File: src/rtl/strip_id.sv
// Receive-side tag checker: validates TID/TUSER against the AM header and
// beat count, strips both tags and forwards plain AXIS with optional truncation.
module strip_id #(
  parameter int TDATA_WIDTH = 64,
  parameter int TDEST_WIDTH = 16,
  parameter int TID_WIDTH   = 16,
  parameter int TUSER_WIDTH = 16,
  parameter int TRUNCATE    = 0,
  parameter int TKEEP_WIDTH = TDATA_WIDTH / 8
) (
  input  logic                   ap_clk,
  input  logic                   ap_rst,
  input  logic [TDATA_WIDTH-1:0] in_TDATA,
  input  logic                   in_TVALID,
  output logic                   in_TREADY,
  input  logic [TDEST_WIDTH-1:0] in_TDEST,
  input  logic                   in_TLAST,
  input  logic [TKEEP_WIDTH-1:0] in_TKEEP,
  input  logic [TID_WIDTH-1:0]   in_TID,
  input  logic [TUSER_WIDTH-1:0] in_TUSER,
  output logic [TDATA_WIDTH-1:0] out_TDATA,
  output logic                   out_TVALID,
  input  logic                   out_TREADY,
  output logic [TDEST_WIDTH-1:0] out_TDEST,
  output logic                   out_TLAST,
  output logic [TKEEP_WIDTH-1:0] out_TKEEP,
  output logic                   err_id,
  output logic                   err_len,
  output logic [31:0]            pkt_count,
  output logic [15:0]            err_count
);

  typedef enum logic [1:0] {
    HEAD = 2'd0,
    BODY = 2'd1,
    DROP = 2'd2
  } state_t;

  state_t state;
  state_t state_n;

  logic [TUSER_WIDTH-1:0] beat;
  logic [TUSER_WIDTH-1:0] len;
  logic [TUSER_WIDTH-1:0] beat_n;
  logic [TUSER_WIDTH-1:0] len_cur;
  logic                   accept;
  logic                   fwd;
  logic                   trunc_hit;
  logic                   id_bad;
  logic                   len_bad;
  logic [16:0]            err_sum;

  always_ff @(posedge ap_clk) begin
    if (ap_rst) state <= HEAD;
    else        state <= state_n;
  end

  always_comb begin
    state_n = state;
    unique case (state)
      HEAD: begin
        if (accept) begin
          if (in_TLAST)       state_n = HEAD;
          else if (trunc_hit) state_n = DROP;
          else                state_n = BODY;
        end
      end
      BODY: begin
        if (accept) begin
          if (in_TLAST)       state_n = HEAD;
          else if (trunc_hit) state_n = DROP;
        end
      end
      DROP: begin
        if (accept && in_TLAST) state_n = HEAD;
      end
      default: state_n = HEAD;
    endcase
  end

  // Header beat restarts the count; body beats saturate instead of wrapping.
  always_comb begin
    in_TREADY = (state == DROP) | ~out_TVALID | out_TREADY;
    accept    = in_TVALID & in_TREADY;
    fwd       = accept & (state != DROP);
    if (state == HEAD) begin
      beat_n  = TUSER_WIDTH'(1);
      len_cur = in_TUSER;
    end else begin
      beat_n  = (&beat) ? beat : beat + TUSER_WIDTH'(1);
      len_cur = len;
    end
    trunc_hit = (TRUNCATE != 0) & ~in_TLAST & (beat_n == len_cur);
    id_bad    = accept & (state == HEAD) &
                (in_TID != in_TDATA[24 +: TID_WIDTH]);
    len_bad   = fwd & (in_TLAST ? (beat_n != len_cur) : trunc_hit);
    err_sum   = {1'b0, err_count} + 17'(err_id) + 17'(err_len);
  end

  always_ff @(posedge ap_clk) begin
    if (ap_rst) begin
      out_TVALID <= 1'b0;
      out_TDATA  <= '0;
      out_TDEST  <= '0;
      out_TLAST  <= 1'b0;
      out_TKEEP  <= '0;
    end else if (fwd) begin
      out_TVALID <= 1'b1;
      out_TDATA  <= in_TDATA;
      out_TDEST  <= in_TDEST;
      out_TLAST  <= in_TLAST | trunc_hit;
      out_TKEEP  <= in_TKEEP;
    end else if (out_TREADY) begin
      out_TVALID <= 1'b0;
    end
  end

  always_ff @(posedge ap_clk) begin
    if (ap_rst) begin
      beat <= '0;
      len  <= '0;
    end else if (fwd) begin
      beat <= beat_n;
      len  <= len_cur;
    end
  end

  always_ff @(posedge ap_clk) begin
    if (ap_rst) begin
      err_id    <= 1'b0;
      err_len   <= 1'b0;
      pkt_count <= '0;
      err_count <= '0;
    end else begin
      err_id    <= id_bad;
      err_len   <= len_bad;
      if (accept && in_TLAST) pkt_count <= pkt_count + 32'd1;
      err_count <= err_sum[16] ? 16'hFFFF : err_sum[15:0];
    end
  end

endmodule

File: config.mk
export PLATFORM = sky130hd
export DESIGN_NAME = strip_id
export DESIGN_NICKNAME = d
export VERILOG_FILES = /design/src/rtl/strip_id.sv
export SDC_FILE = /design/constraint.sdc
export NUM_CORES = 1
export LEC_CHECK = 0
export ABC_AREA = 1
export CAP_MARGIN = 0
export CORE_MARGIN = 8
export CORE_UTILIZATION = 40
export DETAILED_ROUTE_END_ITERATION = 10
export DONT_BUFFER_PORTS = 1
export GPL_TIMING_DRIVEN = 0
export SLEW_MARGIN = 15
export SYNTH_ARGS = -nofsm -noshare
export SYNTH_HDL_FRONTEND = slang
export SYNTH_SLANG_ARGS = --single-unit
export TNS_END_PERCENT = 1
File: constraint.sdc
create_clock -name ap_clk -period 6.31 [get_ports ap_clk]
set_clock_uncertainty 0.15 [all_clocks]
set_input_delay 1.262 -clock ap_clk [delete_from_list [all_inputs] [get_ports ap_clk]]
set_output_delay 1.262 -clock ap_clk [all_outputs]
set_load 0.02 [all_outputs]
==> results.yml, run 1 <==
run_status:
  outcome: "complete, no violations"
synth:
  yosys-top-cells-count: "nor2_1 (235), nand2_1 (178), dfxtp_1 (173)"
  ys.flop_type: "dfxtp_1"
  synth_cell_types: 40
  post-synth-top-count-cell: "nor2_1"
  syn-num-nets: 1265
  synth-edff-count: 0
  netlist_area_sq_um: 7914
  synthArstFlopShare_pct: 0
  seq_area_frac_synth_pct: 43.76
  yosys_warnings: 0
  ys_top_cells_by_area: "dfxtp_1 (44%), nor2_1 (11%), o21ai_0 (10%), nand2_1 (8.4%), inv_1 (4.7%)"
  syn_area_per_cell_sq_um: 6.966
  yosys.area.top_type: "dfxtp_1"
  ys_ff_latch: 173
  synth_cells: 1136
  synthDominantCellAreaShare_pct: 43.76
floorplanning:
  die_w_um: 156.7
  rows: 51
  dieArea_sq_um: 24540
  coreArea_sq_um: 19460
  start_util_pct: 40.66
  io_pins: 266
  die_y_um: 156.7
grt:
  grt_max_degree: 19
  grt_pass1_wl_um: 41020
  antenna_found_initial: 2
  first_global_vias: 7043
  grt_usage_pct: 21.83
  grt_remaining_overflow: 0
place:
  dp.cells: 1401
  pre_cts_ws_ns: 2.938
  portBuffers: 0
  place_congestion: 0.9116
  hpwl_um: 21180
worst_setup_path:
  path_delay_family: "simple AND/OR/NAND/NOR gates"
  cp_cell_sequence: "inv_1 -> nand2_1"
  r2r_start: "err_id"
  reg2reg_slack_ns: 3.39
  slowest_delay_ns: 0.19
  cp-start-kind: "primary input"
  cp-end-kind: "output pin"
  r2r-end: "err_count[10]"
  critPathSlowestCell: "nand2_1"
  cp_max_fo: 3
  cp_num_buf_inv: 1
  worstSetupPathType: "in2out"
  worst_ep_arrival_time_ns: 1.54
  crit_required_ns: 4.90
  reg2regPathDepth: 10
routing:
  drt-total-wl_um: 27250
  route.detailed.drc: 0
  drtIter0Drc: 419
  wire_per_inst_um: 19.01
  drtAntennaViolNets: 0
  via_per_inst: 5.176
  vias: 7422
  first_pass_iters: 6
timing:
  rsz0062_at_grt: "no"
  hold_viol_final: 0
  setup_ws_ns: 3.363
  min_period_ns: 2.947
  slew_headroom_pct: 43.18
  finalMaxSlewViolations: 0
  setup-violations-final: 0
  fin_setup_tns_ns: 0
  timing.final.crit_share_pct: 46.71
  fmax_ghz: 0.3393
  tightest_slew_ns: 0.8523
power:
  p_per_area_nw_per_um2: 293.6
  p_total_mw: 2.598
  ir_drop_uv: 170.2
  p_leak_nw: 3.528
cts:
  htree_levels: 4
  clock_path_buffers: 2
  clock-sinks: 173
  post_cts_buffers: 0
  clk_transition_reported_paths_ns: 0.07
  cts-root-buf: "clkbuf_16"
  cts_tree: "built"
  hold_buffers: 0
  clock_latency_ns: 0.43
  ctsResizeCount: 0
  numCtsBuffers: 17
job:
  maxCapViolations: 0
cells_and_area:
  drive_gt1_share_pct: 6.164
  area_growth_pct: 11.83
  final_cells: 1434
  nNetsFinal: 1284
min_path:
  min_path_cells: 2
  holdCritPathClass: "reg2reg"
  hold_end: "len[2]"
  holdCritStartpoint: "len[2]"
cells in the final DEF, fill, tap and decap left out, drive strengths merged, types with 2 or more instances in the layout:
cell type  synthesis  routed
ha                 3       3
a21oi             72      72
clkinv             1       3
o21a               2       2
nor4               9       9
nand2            181     181
o21ai            161     161
a211oi             6       6
buf                6       6
mux2i              2       2
a31oi              2       2
xor2               8       8
dfxtp            173     173
xnor2             20      20
nor2             242     242
nand3             56      56
inv              102     112
clkbuf            47      65
nand4             13      13
or2               12      12
nor3              11      11
metal layers:
metal	global-route usage, %	part of all wire, %	vias to the layer above
li1	-	-	3718
met1	24.90	40	3365
met2	37.40	48	305
met3	8.163	9.7	32
met4	6.316	2.0	2
met5	0	0.048	-
final cells by class:
class / count / area (sq um)
buffer: 53 / 211.5
clock inverter: 14 / 162.7
tap: 265 / 331.6
multi-input combinational: 807 / 3852
fill: 2047 / 10610
sequential: 173 / 3463
inverter: 103 / 386.6
clock buffer: 18 / 439.2
antenna: 1 / 2.502
power breakdown:
part,internal [mW],switching (mW)
combinational,0.0763,0.159
clock,0.579,0.514
sequential,1.15,0.114
total,1.81,0.788
cells by family after synthesis:
kind of cell | share of synthesized area [%]
compound gates | 16.33
xor+xnor | 3.099
fa+ha+maj | 0.7273
buf+inv | 7.557
flops | 43.76
mux | 0.2530
simple gates | 28.27
stage by stage:
stage                     hold WS (ns)  instance area, sq um  util, %
final                           0.3084                  8850    45.47
after global routing            0.3291                  8850    45.47
after CTS                       0.3095                  8847    45.46
after detailed placement        0.2973                  8245    42.37
after global placement          0.2916                  8245    42.37
after floorplan                 0.2792                  7914        -
registers in the layout, summed over array words and instances (netlist names), 8 cells and up:
name / cells
out_TDATA: 64
beat: 16
len: 16
out_TDEST: 16
err_count: 16
out_TKEEP: 8
pkt_count: 32
worst max path at each step:
stage / from / end / slack [ns] / depth (start not counted)
floorplan: out_TREADY / in_TREADY / 3.38 / 2
detailed placement: out_TREADY / out_TDATA[16] / 2.94 / 7
CTS: out_TREADY / in_TREADY / 3.36 / 2
global route: err_id / err_count[10] / 3.10 / 10
global placement: out_TREADY / out_TDATA[16] / 2.94 / 7
finish: out_TREADY / in_TREADY / 3.36 / 2
Note: power is estimated with default switching activity, not from simulation.
==> run 2: changes to the inputs <==
==> constraint.sdc (replaced) <==
create_clock -name ap_clk -period 2.9 [get_ports ap_clk]
set_clock_uncertainty 0.15 [all_clocks]
set_input_delay 0.58 -clock ap_clk [delete_from_list [all_inputs] [get_ports ap_clk]]
set_output_delay 0.58 -clock ap_clk [all_outputs]
set_load 0.02 [all_outputs]
==> results.yml, run 2 (same netlist as run 1, synthesis figures left out) <==
cells_and_area:
  largest_reg_flops: 64
  final_cell_mix: "nor2_1 (235), nand2_1 (177), dfxtp_1 (171)"
  regMostFlops: "out_TDATA"
  fillers: 2046
  final_common_cell: "nor2_1"
  top_regs: "out_TDATA: 64 flops, pkt_count: 32 flops"
  final_area_sq_um: 8881
  drive_gt1_share_pct: 6.672
  final_util_pct: 45.63
  nNetsFinal: 1285
  area_growth_pct: 12.22
timing:
  fmax_ghz: 0.3651
  slew_headroom_pct: 44.77
  min_period_ns: 2.739
  tightest_slew_ns: 0.8284
  finalMaxSlewViolations: 0
  setup-violations-final: 0
  fin_setup_tns_ns: 0
  hold_viol_final: 0
  timing.final.crit_share_pct: 94.44
  holdWs_ns: 0.1608
grt:
  grt_remaining_overflow: 0
  antenna_found_initial: 2
  grt_usage_pct: 21.85
  first_global_vias: 7056
  grt_pass1_wl_um: 41060
  grt_max_degree: 19
routing:
  drt-total-wl_um: 27300
  wire_per_inst_um: 19.02
  first_pass_iters: 5
  drtAntennaViolNets: 0
  route.detailed.drc: 0
  vias: 7382
  via_per_inst: 5.144
  drtIter0Drc: 389
worst_setup_path:
  r2r_start: "err_id"
  cp_cell_sequence: "inv_1 -> fa_1 -> inv_1 -> ha_1 -> nand3_2 -> nor4_4 -> buf_4 -> nand3_2 -> inv_1 -> o21ai_0 -> inv_1"
  cp-startpoint: "err_id"
  cp_max_fo: 8
  worstSetupPathType: "reg2reg"
  worst_ep_arrival_time_ns: 2.96
  reg2reg_slack_ns: 0.16
  slowest_delay_ns: 0.47
  r2r-end: "err_count[10]"
  crit_required_ns: 3.13
  cp-end-kind: "flop"
  worst_path_most_repeated_cell: "inv_1"
  cp-start-kind: "flop"
  reg2regPathDepth: 11
  cp_num_buf_inv: 5
  path_delay_family: "simple AND/OR/NAND/NOR gates"
  critPathSlowestCell: "nor4_4"
floorplanning:
  die_y_um: 156.7
  coreArea_sq_um: 19460
  io_pins: 266
  start_util_pct: 40.66
  dieArea_sq_um: 24540
  die_w_um: 156.7
  rows: 51
cts:
  cts_tree: "built"
  htree_levels: 4
  hold_buffers: 0
  clock-sinks: 173
  clk_transition_reported_paths_ns: 0.08
  clock_latency_ns: 0.43
  clock_path_buffers: 2
  numCtsBuffers: 17
  cts-root-buf: "clkbuf_16"
power:
  p_per_area_nw_per_um2: 636.5
  p_leak_nw: 3.552
  ir_drop_uv: 369.4
  p_total_mw: 5.652
min_path:
  min_path_cells: 2
  hold_end: "out_TKEEP[6]"
  holdCritPathClass: "in2reg"
  holdCritStartpoint: "in_TKEEP[6]"
place:
  placed_area_sq_um: 8245
  hpwl_um: 21180
  place_congestion: 0.9116
  portBuffers: 0
run_status:
  outcome: "complete, no violations"
job:
  maxCapViolations: 0
==> run 2: area by class of cell <==
class	count	area, sq um	area share [%]
inverter	103	386.6	4.353
multi-input combinational	807	3874	43.62
buffer	53	211.5	2.381
antenna	1	2.502	0.02818
tap	265	331.6	3.733
sequential	173	3466	39.03
clock inverter	14	162.7	1.832
timing repair buffer	1	7.507	0.08453
clock buffer	18	439.2	4.945
==> run 2: timing repair <==
| action | CTS | global route |
|---|---|---|
| buffers inserted | 0 | 1 |
| gates resized for setup | 1 | 5 |
| gates cloned | 0 | 0 |
| endpoints found under the setup margin | 1 | 12 |
| pin swaps | 0 | 1 |
==> run 2: how the worst max path moves through the flow <==
stage          slack (ns)  depth (start not counted)            end
3_5_place_dp        -0.01                         10  err_count[10]
6_report             0.16                         11  err_count[10]
5_1_grt             -0.02                         11  err_count[10]
2_1_floorplan        0.45                         11  err_count[14]
3_3_place_gp         0.03                         10  err_count[10]
4_1_cts              0.01                         11  err_count[14]
==> run 2: where the power goes <==
| part | total (mW) | switching [mW] | internal, mW |
|---|---|---|---|
| logic | 0.513 | 0.347 | 0.166 |
| clock network | 2.38 | 1.12 | 1.26 |
| registers | 2.76 | 0.248 | 2.51 |
==> run 2: per-layer routing <==
metal,track usage [%],up-vias,wire [um]
li1,-,3719,-
met1,24.90,3372,11000
met2,37.46,260,13240
met3,8.163,29,2516
met4,6.316,2,528
met5,0,-,13
==> run 2: per-stage QoR <==
step / cells / setup WS (ns)
floorplan: 1136 / 0.4477
global placement: 1401 / 0.03295
detailed placement: 1401 / -0.01463
CTS: 1433 / 0.01152
global route: 1435 / -0.02357
finish: 1435 / 0.1612
==> run 2: worst reg2reg max path, stage by stage, from the launching register on <==
cell     delay, ns
dfxtp_2       0.43
inv_1         0.09
fa_1          0.46
inv_1         0.08
ha_1          0.20
nand3_2       0.15
nor4_4        0.47
buf_4         0.18
nand3_2       0.16
inv_1         0.15
o21ai_0       0.10
inv_1         0.08
==> run 3: changes to the inputs <==
--- a/config.mk
+++ b/config.mk
@@ -8,7 +8,7 @@
 export ABC_AREA = 1
 export CAP_MARGIN = 0
 export CORE_MARGIN = 8
-export CORE_UTILIZATION = 40
+export CORE_UTILIZATION = 30
 export DETAILED_ROUTE_END_ITERATION = 10
 export DONT_BUFFER_PORTS = 1
 export GPL_TIMING_DRIVEN = 0
==> results.yml, run 3 (same netlist as run 1, synthesis figures left out) <==
cts:
  hold_buffers: 0
  clk_transition_reported_paths_ns: 0.07
  clock_path_buffers: 2
  numCtsBuffers: 17
  clock_latency_ns: 0.42
  cts_tree: "built"
  htree_levels: 4
  cts-root-buf: "clkbuf_16"
  clock-sinks: 173
timing:
  fmax_ghz: 0.3595
  timing.final.crit_share_pct: 95.91
  finalMaxSlewViolations: 0
  slew_headroom_pct: 30.00
  setup-violations-final: 0
  min_period_ns: 2.781
  fin_setup_tns_ns: 0
  tightest_slew_ns: 1.050
  hold_viol_final: 0
  setup_ws_ns: 0.1187
  rsz0062_at_grt: "no"
floorplanning:
  io_pins: 266
  die_w_um: 178.4
  start_util_pct: 30.46
  die_y_um: 178.4
  dieArea_sq_um: 31830
  coreArea_sq_um: 25980
  rows: 59
power:
  p_total_mw: 5.620
  ir_drop_uv: 398.8
  pwr-share-comb_pct: 9.3
  p_int_mw: 3.912
  netSwitchingFraction_pct: 30.40
  p_per_area_nw_per_um2: 628.1
  seq_power_share_pct: 49.0
  power_frac_clock_pct: 41.7
  p_sw_mw: 1.709
  p_leak_nw: 3.542
worst_setup_path:
  crit_required_ns: 3.01
  cp-start-kind: "flop"
  slowest_delay_ns: 0.70
  cp-end-kind: "flop"
  cp_cell_sequence: "nand2_1 -> nand2_1 -> clkbuf_1 -> clkbuf_1 -> a211oi_1"
  worst_ep_arrival_time_ns: 2.89
  cp_max_fo: 10
  critPathSlowestCell: "clkbuf_1"
  worstSetupPathType: "reg2reg"
place:
  hpwl_um: 22120
  place_congestion: 0.8902
  pre_cts_ws_ns: 0.01975
  portBuffers: 0
grt:
  grt_max_degree: 18
  grt_usage_pct: 17.60
  grt_remaining_overflow: 0
  first_global_vias: 7387
  antenna_found_initial: 1
  grt_pass1_wl_um: 43110
routing:
  drtIter0Drc: 424
  wire_per_inst_um: 18.88
  vias: 7466
  via_per_inst: 4.961
  drt-total-wl_um: 28410
  drtAntennaViolNets: 0
  route.detailed.drc: 0
  first_pass_iters: 5
cells_and_area:
  nNetsFinal: 1285
  area_growth_pct: 13.06
  final_cell_mix: "nor2_1 (235), nand2_1 (178), dfxtp_1 (171)"
  largest_reg_flops: 64
  final_common_cell: "nor2_1"
  regMostFlops: "out_TDATA"
  drive_gt1_share_pct: 6.416
  top_regs: "out_TDATA: 64 flops, pkt_count: 32 flops"
  fillers: 2836
job:
  maxCapViolations: 0
run_status:
  outcome: "complete, no violations"
min_path:
  holdCritPathClass: "in2reg"
[run 3: changes by cell type in the layout (fill, tap and decap cells not counted), sizes merged]
cell / change
clkbuf: +1
clkinv: +1
clkinvlp: -1
inv: -1
[run 3: through the flow]
step | utilization, % | area (sq um) | hold WS, ns | cells
after floorplan | - | 7914 | 0.2792 | 1136
after global routing | 34.43 | 8947 | 0.1446 | 1505
final | 34.43 | 8947 | 0.1628 | 1505
after CTS | 34.31 | 8916 | 0.1449 | 1503
after global placement | 32.07 | 8333 | 0.2895 | 1471
after detailed placement | 32.07 | 8333 | 0.2952 | 1471
[run 3: power groups by stage]
stage                     Clock (mW)  Combinational (mW)  Sequential [mW]
after global routing            2.49               0.602             2.78
after detailed placement           0               0.525             2.81
final                           2.34               0.522             2.76
after global placement             0               0.512             2.81
after floorplan                    0               0.375             2.76
after CTS                       2.40               0.524             2.76
[run 3: critical path: cells and delay by family, from the launching register on]
| family | cells | cell delay (ns) |
|---|---|---|
| buffers and inverters | 2 | 1.19 |
| and+or+nand+nor | 2 | 0.58 |
| DFF | 1 | 0.53 |
| AOI/OAI and AO/OA | 1 | 0.16 |
[run 3: path summary, 6_finish.rpt]
| check | startpoint | end | slack (ns) | depth (start not counted) |
|---|---|---|---|---|
| setup / recovery | out_TVALID | beat[0] | 0.12 | 5 |
| hold reg to reg | len[10] | len[10] | 0.30 | 2 |
| setup reg to reg | out_TVALID | beat[0] | 0.12 | 5 |
| hold / removal | in_TDATA[33] | out_TDATA[33] | 0.16 | 2 |
[run 3: layout make-up]
| type | count | area [sq um] | share of cell area, % |
|---|---|---|---|
| Antenna cell | 1 | 2.502 | 0.02797 |
| Buffer | 53 | 211.5 | 2.363 |
| Clock buffer | 19 | 432.9 | 4.838 |
| Clock inverter | 13 | 150.1 | 1.678 |
| Inverter | 103 | 386.6 | 4.321 |
| Multi-Input combinational cell | 807 | 3871 | 43.27 |
| Sequential cell | 173 | 3466 | 38.74 |
| Tap cell | 335 | 419.2 | 4.685 |
| Timing Repair Buffer | 1 | 7.507 | 0.08390 |
[run 3: what timing repair did]
action / 4_1_cts / 5_1_grt
endpoints found under the setup margin: 0 / 15
gates resized for setup: 0 / 5
setup buffers: 0 / 1
endpoints found under the hold margin: 0 / 0
[run 3: routing by layer]
metal	wire, um	GRT usage, %	vias up
li1	-	-	3719
met1	11360	19.91	3468
met2	13790	30.08	255
met3	2682	6.837	24
met4	571	5.443	0
met5	0	0	-
